--- src/rtl/log2_pkg.sv ---
// Shared types and default sizing for the log2 scheduler slice.
package log2_pkg;

  localparam int unsigned LOG2_N   = 8;
  localparam int unsigned LOG2_R   = 4;
  localparam int unsigned LOG2_M   = $clog2(LOG2_N);
  localparam int unsigned LOG2_IDW = $clog2(LOG2_R);

  typedef enum logic [1:0] {
    IDLE = 2'd0,
    CALC = 2'd1,
    RESP = 2'd2
  } sched_state_t;

  typedef struct packed {
    logic [LOG2_IDW-1:0] id;
    logic [LOG2_M-1:0]   result;
    logic                exact;
    logic                zero;
  } log2_rsp_t;

endpackage

--- src/rtl/log2_engine.sv ---
// Floor-log2 engine: iterative one-shift-per-cycle by default; a single-cycle
// priority encoder when LOG2_SCHED_FAST_EN is defined. Results are identical.
module log2_engine
  import log2_pkg::*;
#(
  parameter int unsigned N = LOG2_N,
  parameter int unsigned M = $clog2(N)
) (
  input  logic         clk,
  input  logic         rst_n,
  input  logic         start_i,
  input  logic [N-1:0] operand_i,
  output logic         done_o,
  output logic [M-1:0] result_o,
  output logic         exact_o,
  output logic         zero_o
);

`ifdef LOG2_SCHED_FAST_EN

  logic [M-1:0] enc_c;
  logic         onehot_c;
  logic [M-1:0] result_q;
  logic         exact_q;
  logic         zero_q;
  logic         done_q;

  // Highest set bit wins because later iterations overwrite earlier ones.
  always_comb begin
    enc_c = '0;
    for (int i = 0; i < int'(N); i++) begin
      if (operand_i[i]) enc_c = M'(i);
    end
    onehot_c = ($countones(operand_i) == 1);
  end

  always_ff @(posedge clk or negedge rst_n) begin
    if (!rst_n) begin
      result_q <= '0;
      exact_q  <= 1'b0;
      zero_q   <= 1'b0;
      done_q   <= 1'b0;
    end else if (start_i) begin
      result_q <= enc_c;
      exact_q  <= onehot_c;
      zero_q   <= (operand_i == '0);
      done_q   <= 1'b1;
    end
  end

  assign done_o   = done_q;
  assign result_o = result_q;
  assign exact_o  = exact_q;
  assign zero_o   = zero_q;

`else

  logic [N-1:0] sh_q;
  logic [M-1:0] cnt_q;
  logic         lost_q;
  logic         zero_q;
  logic         done_q;

  // done is precomputed so the FSM sees it in the same cycle sh reaches <= 1.
  always_ff @(posedge clk or negedge rst_n) begin
    if (!rst_n) begin
      sh_q   <= '0;
      cnt_q  <= '0;
      lost_q <= 1'b0;
      zero_q <= 1'b0;
      done_q <= 1'b0;
    end else if (start_i) begin
      sh_q   <= operand_i;
      cnt_q  <= '0;
      lost_q <= 1'b0;
      zero_q <= (operand_i == '0);
      done_q <= (operand_i <= N'(1));
    end else if (!done_q) begin
      sh_q   <= sh_q >> 1;
      cnt_q  <= cnt_q + M'(1);
      lost_q <= lost_q | sh_q[0];
      done_q <= ((sh_q >> 1) <= N'(1));
    end
  end

  assign done_o   = done_q;
  assign result_o = cnt_q;
  assign exact_o  = !lost_q && !zero_q;
  assign zero_o   = zero_q;

`endif

endmodule

--- src/rtl/log2_sched.sv ---
// Round-robin scheduler sharing one log2_engine among R requesters.
// Engine latency depends on LOG2_SCHED_FAST_EN (see log2_engine).
module log2_sched
  import log2_pkg::*;
#(
  parameter int unsigned N   = LOG2_N,
  parameter int unsigned R   = LOG2_R,
  parameter int unsigned M   = $clog2(N),
  parameter int unsigned IDW = $clog2(R)
) (
  input  logic           clk,
  input  logic           reset_n,
  input  logic [R-1:0]   req_valid,
  input  logic [R*N-1:0] req_value,
  output logic [R-1:0]   req_ready,
  output logic           rsp_valid,
  input  logic           rsp_ready,
  output logic [IDW-1:0] rsp_id,
  output logic [M-1:0]   rsp_result,
  output logic           rsp_exact,
  output logic           rsp_zero,
  output logic           busy
);

  sched_state_t   state_q, state_d;
  logic [IDW-1:0] last_grant_q, last_grant_d;
  logic [IDW-1:0] id_q, id_d;
  logic           rsp_valid_q, rsp_valid_d;
  logic [IDW-1:0] rsp_id_q, rsp_id_d;
  logic [M-1:0]   rsp_result_q, rsp_result_d;
  logic           rsp_exact_q, rsp_exact_d;
  logic           rsp_zero_q, rsp_zero_d;
  logic           busy_q, busy_d;

  logic [IDW-1:0] grant_c;
  logic           any_valid_c;
  logic [R-1:0]   req_ready_c;
  logic           eng_start_c;
  logic [N-1:0]   eng_operand_c;
  logic           eng_done;
  logic [M-1:0]   eng_result;
  logic           eng_exact;
  logic           eng_zero;

  function automatic logic [IDW-1:0] rr_idx(input logic [IDW-1:0] base,
                                            input int unsigned off);
    return IDW'((32'(base) + off) % R);
  endfunction

  // First valid requester after the last grant, wrapping modulo R.
  always_comb begin
    grant_c     = last_grant_q;
    any_valid_c = 1'b0;
    for (int unsigned k = 1; k <= R; k++) begin
      if (!any_valid_c && req_valid[rr_idx(last_grant_q, k)]) begin
        any_valid_c = 1'b1;
        grant_c     = rr_idx(last_grant_q, k);
      end
    end
  end

  assign eng_operand_c = req_value[32'(grant_c)*N +: N];

  always_comb begin
    state_d      = state_q;
    last_grant_d = last_grant_q;
    id_d         = id_q;
    rsp_valid_d  = rsp_valid_q;
    rsp_id_d     = rsp_id_q;
    rsp_result_d = rsp_result_q;
    rsp_exact_d  = rsp_exact_q;
    rsp_zero_d   = rsp_zero_q;
    req_ready_c  = '0;
    eng_start_c  = 1'b0;

    case (state_q)
      IDLE: begin
        if (any_valid_c && reset_n) begin
          req_ready_c[grant_c] = 1'b1;
          eng_start_c          = 1'b1;
          id_d                 = grant_c;
          last_grant_d         = grant_c;
          state_d              = CALC;
        end
      end
      CALC: begin
        if (eng_done) begin
          rsp_valid_d  = 1'b1;
          rsp_id_d     = id_q;
          rsp_result_d = eng_result;
          rsp_exact_d  = eng_exact;
          rsp_zero_d   = eng_zero;
          state_d      = RESP;
        end
      end
      RESP: begin
        if (rsp_ready) begin
          rsp_valid_d = 1'b0;
          state_d     = IDLE;
        end
      end
      default: state_d = IDLE;
    endcase

    busy_d = (state_d != IDLE);
  end

  always_ff @(posedge clk or negedge reset_n) begin
    if (!reset_n) begin
      state_q      <= IDLE;
      last_grant_q <= IDW'(R - 1);
      id_q         <= '0;
      rsp_valid_q  <= 1'b0;
      rsp_id_q     <= '0;
      rsp_result_q <= '0;
      rsp_exact_q  <= 1'b0;
      rsp_zero_q   <= 1'b0;
      busy_q       <= 1'b0;
    end else begin
      state_q      <= state_d;
      last_grant_q <= last_grant_d;
      id_q         <= id_d;
      rsp_valid_q  <= rsp_valid_d;
      rsp_id_q     <= rsp_id_d;
      rsp_result_q <= rsp_result_d;
      rsp_exact_q  <= rsp_exact_d;
      rsp_zero_q   <= rsp_zero_d;
      busy_q       <= busy_d;
    end
  end

  log2_engine #(
    .N (N),
    .M (M)
  ) u_engine (
    .clk       (clk),
    .rst_n     (reset_n),
    .start_i   (eng_start_c),
    .operand_i (eng_operand_c),
    .done_o    (eng_done),
    .result_o  (eng_result),
    .exact_o   (eng_exact),
    .zero_o    (eng_zero)
  );

  assign req_ready  = req_ready_c;
  assign rsp_valid  = rsp_valid_q;
  assign rsp_id     = rsp_id_q;
  assign rsp_result = rsp_result_q;
  assign rsp_exact  = rsp_exact_q;
  assign rsp_zero   = rsp_zero_q;
  assign busy       = busy_q;

endmodule
--- config.mk ---
export PLATFORM = sky130hd
export DESIGN_NAME = log2_sched
export DESIGN_NICKNAME = d
export VERILOG_FILES = /design/src/rtl/log2_pkg.sv /design/src/rtl/log2_engine.sv /design/src/rtl/log2_sched.sv
export SDC_FILE = /design/constraint.sdc
export NUM_CORES = 1
export LEC_CHECK = 0
export ABC_AREA = 1
export CAP_MARGIN = 20
export CORE_MARGIN = 2
export CORE_UTILIZATION = 42
export CTS_CLUSTER_DIAMETER = 100
export DETAILED_ROUTE_END_ITERATION = 7
export PLACE_DENSITY = 0.76
export SYNTH_ARGS = -nofsm -noshare
export SYNTH_HDL_FRONTEND = slang
export SYNTH_SLANG_ARGS = --single-unit
--- constraint.sdc ---
create_clock -name clk -period 2.6 [get_ports clk]
set_clock_uncertainty 0.1 [all_clocks]
set_input_delay 0.39 -clock clk [delete_from_list [all_inputs] [get_ports clk]]
set_output_delay 0.39 -clock clk [all_outputs]
set_load 0.05 [all_outputs]
==> results_dict.tcl <==
set metrics [dict create \
    status "finished clean" \
    syn_nets 306 \
    wl_um 5010 \
    syn_avg_cell_area_sq_um 7.37 \
    setup.worst_path.start_class "flip-flop" \
    hold_viol 0 \
    synthToLayoutAreaGrowth_pct 45.8 \
    tritoncts "done" \
    worstSetupPathType "flip-flop to output pin" \
    cp-end-kind "output pin" \
    grt_max_degree 30 \
    r2r_setup_slack_ns 0.16 \
    core_sq_mm 0.00441 \
    timing.fmax_mhz 386 \
    numClockSinks 29 \
    clk_pin_slew_ns 0.07 \
    holdPathStages 1 \
    ant_nets 0 \
    crit-reg2reg-launch "last_grant_q[0]" \
    rr_endpoint "u_engine.zero_o" \
    synth-seq-area-share 0.371 \
    clock-root-buffer "clkbuf_8" \
    dieHeight_um 72.3 \
    final_util 0.648 \
    fin_area_sq_mm 0.00286 \
    dp_hpwl_um 3550 \
    p_per_area_mw_per_mm2 1550 \
    yosys_warnings 0 \
    avgViaCountPerCell 5.15 \
    vias 1983 \
    hp-class "flip-flop to flip-flop" \
    synth_top_family_by_area "simple AND/OR/NAND/NOR gates" \
    syn_inst 266 \
    hold_end "rsp_exact" \
    dieArea_sq_mm 0.00523 \
    hold_start "u_engine.lost_q" \
    final_common_cell "nand2_1" \
    dpl_cell_area_sq_mm 0.00257 \
    drc 0 \
    worstPathArrival_ns 2.10 \
    synth-xor-area-share 0 \
    grt_pass1_wl_um 8010 \
    fin_nets 372 \
    yosysTopAreaCell "dfrtp_1" \
    start_util 0.444 \
    io-pin-count 52 \
    cp.required_ns 2.11 \
    cap_violations 0 \
    first_iter_violations 123 \
    htreeDepth 2 \
    cts_max_path_buffers 2 \
    rows 24 \
    p_leak_uw 0.00135 \
    synth_mux_area_frac 0 \
    die_w_um 72.3 \
    synth_top_area_frac 0.345 \
    fin_crit_sh 0.997 \
    place_inst 369 \
    grt_overflow_total 0 \
    drv_slew 0 \
    r2r_cells 17 \
    cts_hold_buf 0 \
    worst_slew_pin_slew_ns 0.498 \
    slew_headroom 0.667 \
    peakVddDrop_mv 1.08 \
    period_needed_ns 2.59 \
    setup_viol 0 \
    grt_usage 0.194 \
    synthAdderAreaFrac 0.00638 \
    worst-path-max-fanout 7 \
    synth-compound-area-share 0.0830 \
    fin_cells 385 \
    ys_ff_latch 29 \
    synth_cell_types 29 \
    gp_congestion 0.900 \
    drt_pass1_iterations 4 \
    n_antenna_cell 0 \
    grt_pass1_vias 1801 \
    port_buffers 51 \
    drive_gt1_frac 0.249 \
    antenna_found_initial 0 \
    routedWlPerCell_um 13.0 \
    yosys-top-cells-area "dfrtp_1 34%, nand2_1 17%, nand3_1 8.4%, nand2_2 5.4%, inv_1 3.6%" \
    netlist_area_sq_mm 0.00196 \
    final_cell_mix "82 x nand2_1, 47 x clkdlybuf4s50_1, 31 x nand3_1" \
    synth-simple-area-share 0.452 \
    cts_buffers 5 \
    rsz0062_at_grt "true" \
    clk_latency_ns 0.28 \
]
==> critical path, stage by stage, from the launching register on <==
cell and delay [ns]:
dfstp_2 0.60, buf_6 0.14, nand2_1 0.06, nand2_2 0.10, nand2_1 0.11, nand2_4 0.11, nand2_4 0.08, nand2_4 0.07
nand2_4 0.06, nand2_8 0.09, nand2_2 0.10, nor2_4 0.14, buf_12 0.14
==> cells by family after synthesis <==
group	after synthesis
and+or+nand+nor	176
buffers and inverters	34
DFF	29
AOI/OAI and AO/OA	26
adders and majority gates	1
==> final cells by class <==
cell class | count | area, sq um
clock buffer | 7 | 96.3
clock inverter | 1 | 5.00
fill | 388 | 1560
inverter | 25 | 121
multi-input combinational | 203 | 1160
sequential | 29 | 728
tap | 52 | 65.1
timing repair buffer | 68 | 686
==> report_power, final <==
part / switching, uW / internal, uW / total [uW]
combinational: 2040 / 1210 / 3250
clock: 170 / 239 / 408
sequential: 118 / 667 / 784
==> registers in the layout (all words and copies together) (netlist names), 2 cells and up <==
register	count
last_grant_q	2
u_engine.sh_q	8
id_q	2
state_q	2
rsp_id	2
u_engine.result_o	3
rsp_result	3
==> metrics by stage <==
step / power, uW / worst slack, ns / hold WS [ns] / setup TNS [ns]
3_5_place_dp: 3570 / 0.0588 / 0.352 / 0
6_report: 4440 / 0.00813 / 0.365 / 0
2_1_floorplan: 2930 / -0.0650 / -0.00559 / -0.116
3_3_place_gp: 3510 / 0.0974 / 0.352 / 0
4_1_cts: 4040 / 0.00898 / 0.365 / 0
5_1_grt: 4810 / -0.0702 / 0.396 / -0.262
==> cell usage after synthesis <==
library cell  instances
nor2_2                4
buf_6                 3
nand3b_1              6
ha_1                  1
nand2_1              89
o21ai_1               1
o221ai_1              6
nand4_1               1
nor2_1               13
nand3_4               1
inv_2                 4
nand3_1              33
o31ai_1               2
o21ai_0              12
nor3b_1               1
nor3_1                1
nand2_4               4
inv_1                19
dfstp_2               2
nand2_8               2
nand3_2               4
o211ai_1              1
inv_4                 2
clkbuf_1              5
buf_12                1
dfrtp_1              27
a22oi_1               1
a21oi_1               3
nand2_2              17
==> per-layer routing <==
| metal | share of wire | wire [um] | global-route usage | vias to the layer above |
|---|---|---|---|---|
| met2 | 0.48 | 2400 | 0.318 | 72 |
| met5 | 0 | 0 | 0 | - |
| met3 | 0.059 | 295 | 0.0403 | 11 |
| li1 | - | - | - | 994 |
| met4 | 0.015 | 75 | 0.0629 | 0 |
| met1 | 0.45 | 2230 | 0.257 | 906 |
==> how the worst max path moves through the flow <==
stage                          startpoint            to  slack [ns]  cells after the start
after floorplan           last_grant_q[0]  req_ready[0]       -0.07                     12
after detailed placement     req_valid[0]  req_ready[0]        0.06                     11
after global placement       req_valid[3]  req_ready[0]         0.1                     11
after CTS                 last_grant_q[0]  req_ready[3]       0.009                     12
final                     last_grant_q[0]  req_ready[1]       0.008                     12
after global routing      last_grant_q[0]  req_ready[0]       -0.07                     11
==> repair_timing <==
item                                   in CTS  in global routing
cloned                                      0                  0
endpoints found under the hold margin       0                  0
gates resized for setup                     6                 27
setup endpoints to repair                   4                  4
pin swaps                                   4                 15
buffers inserted                            1                  7
(Power assumes the default switching activity.)
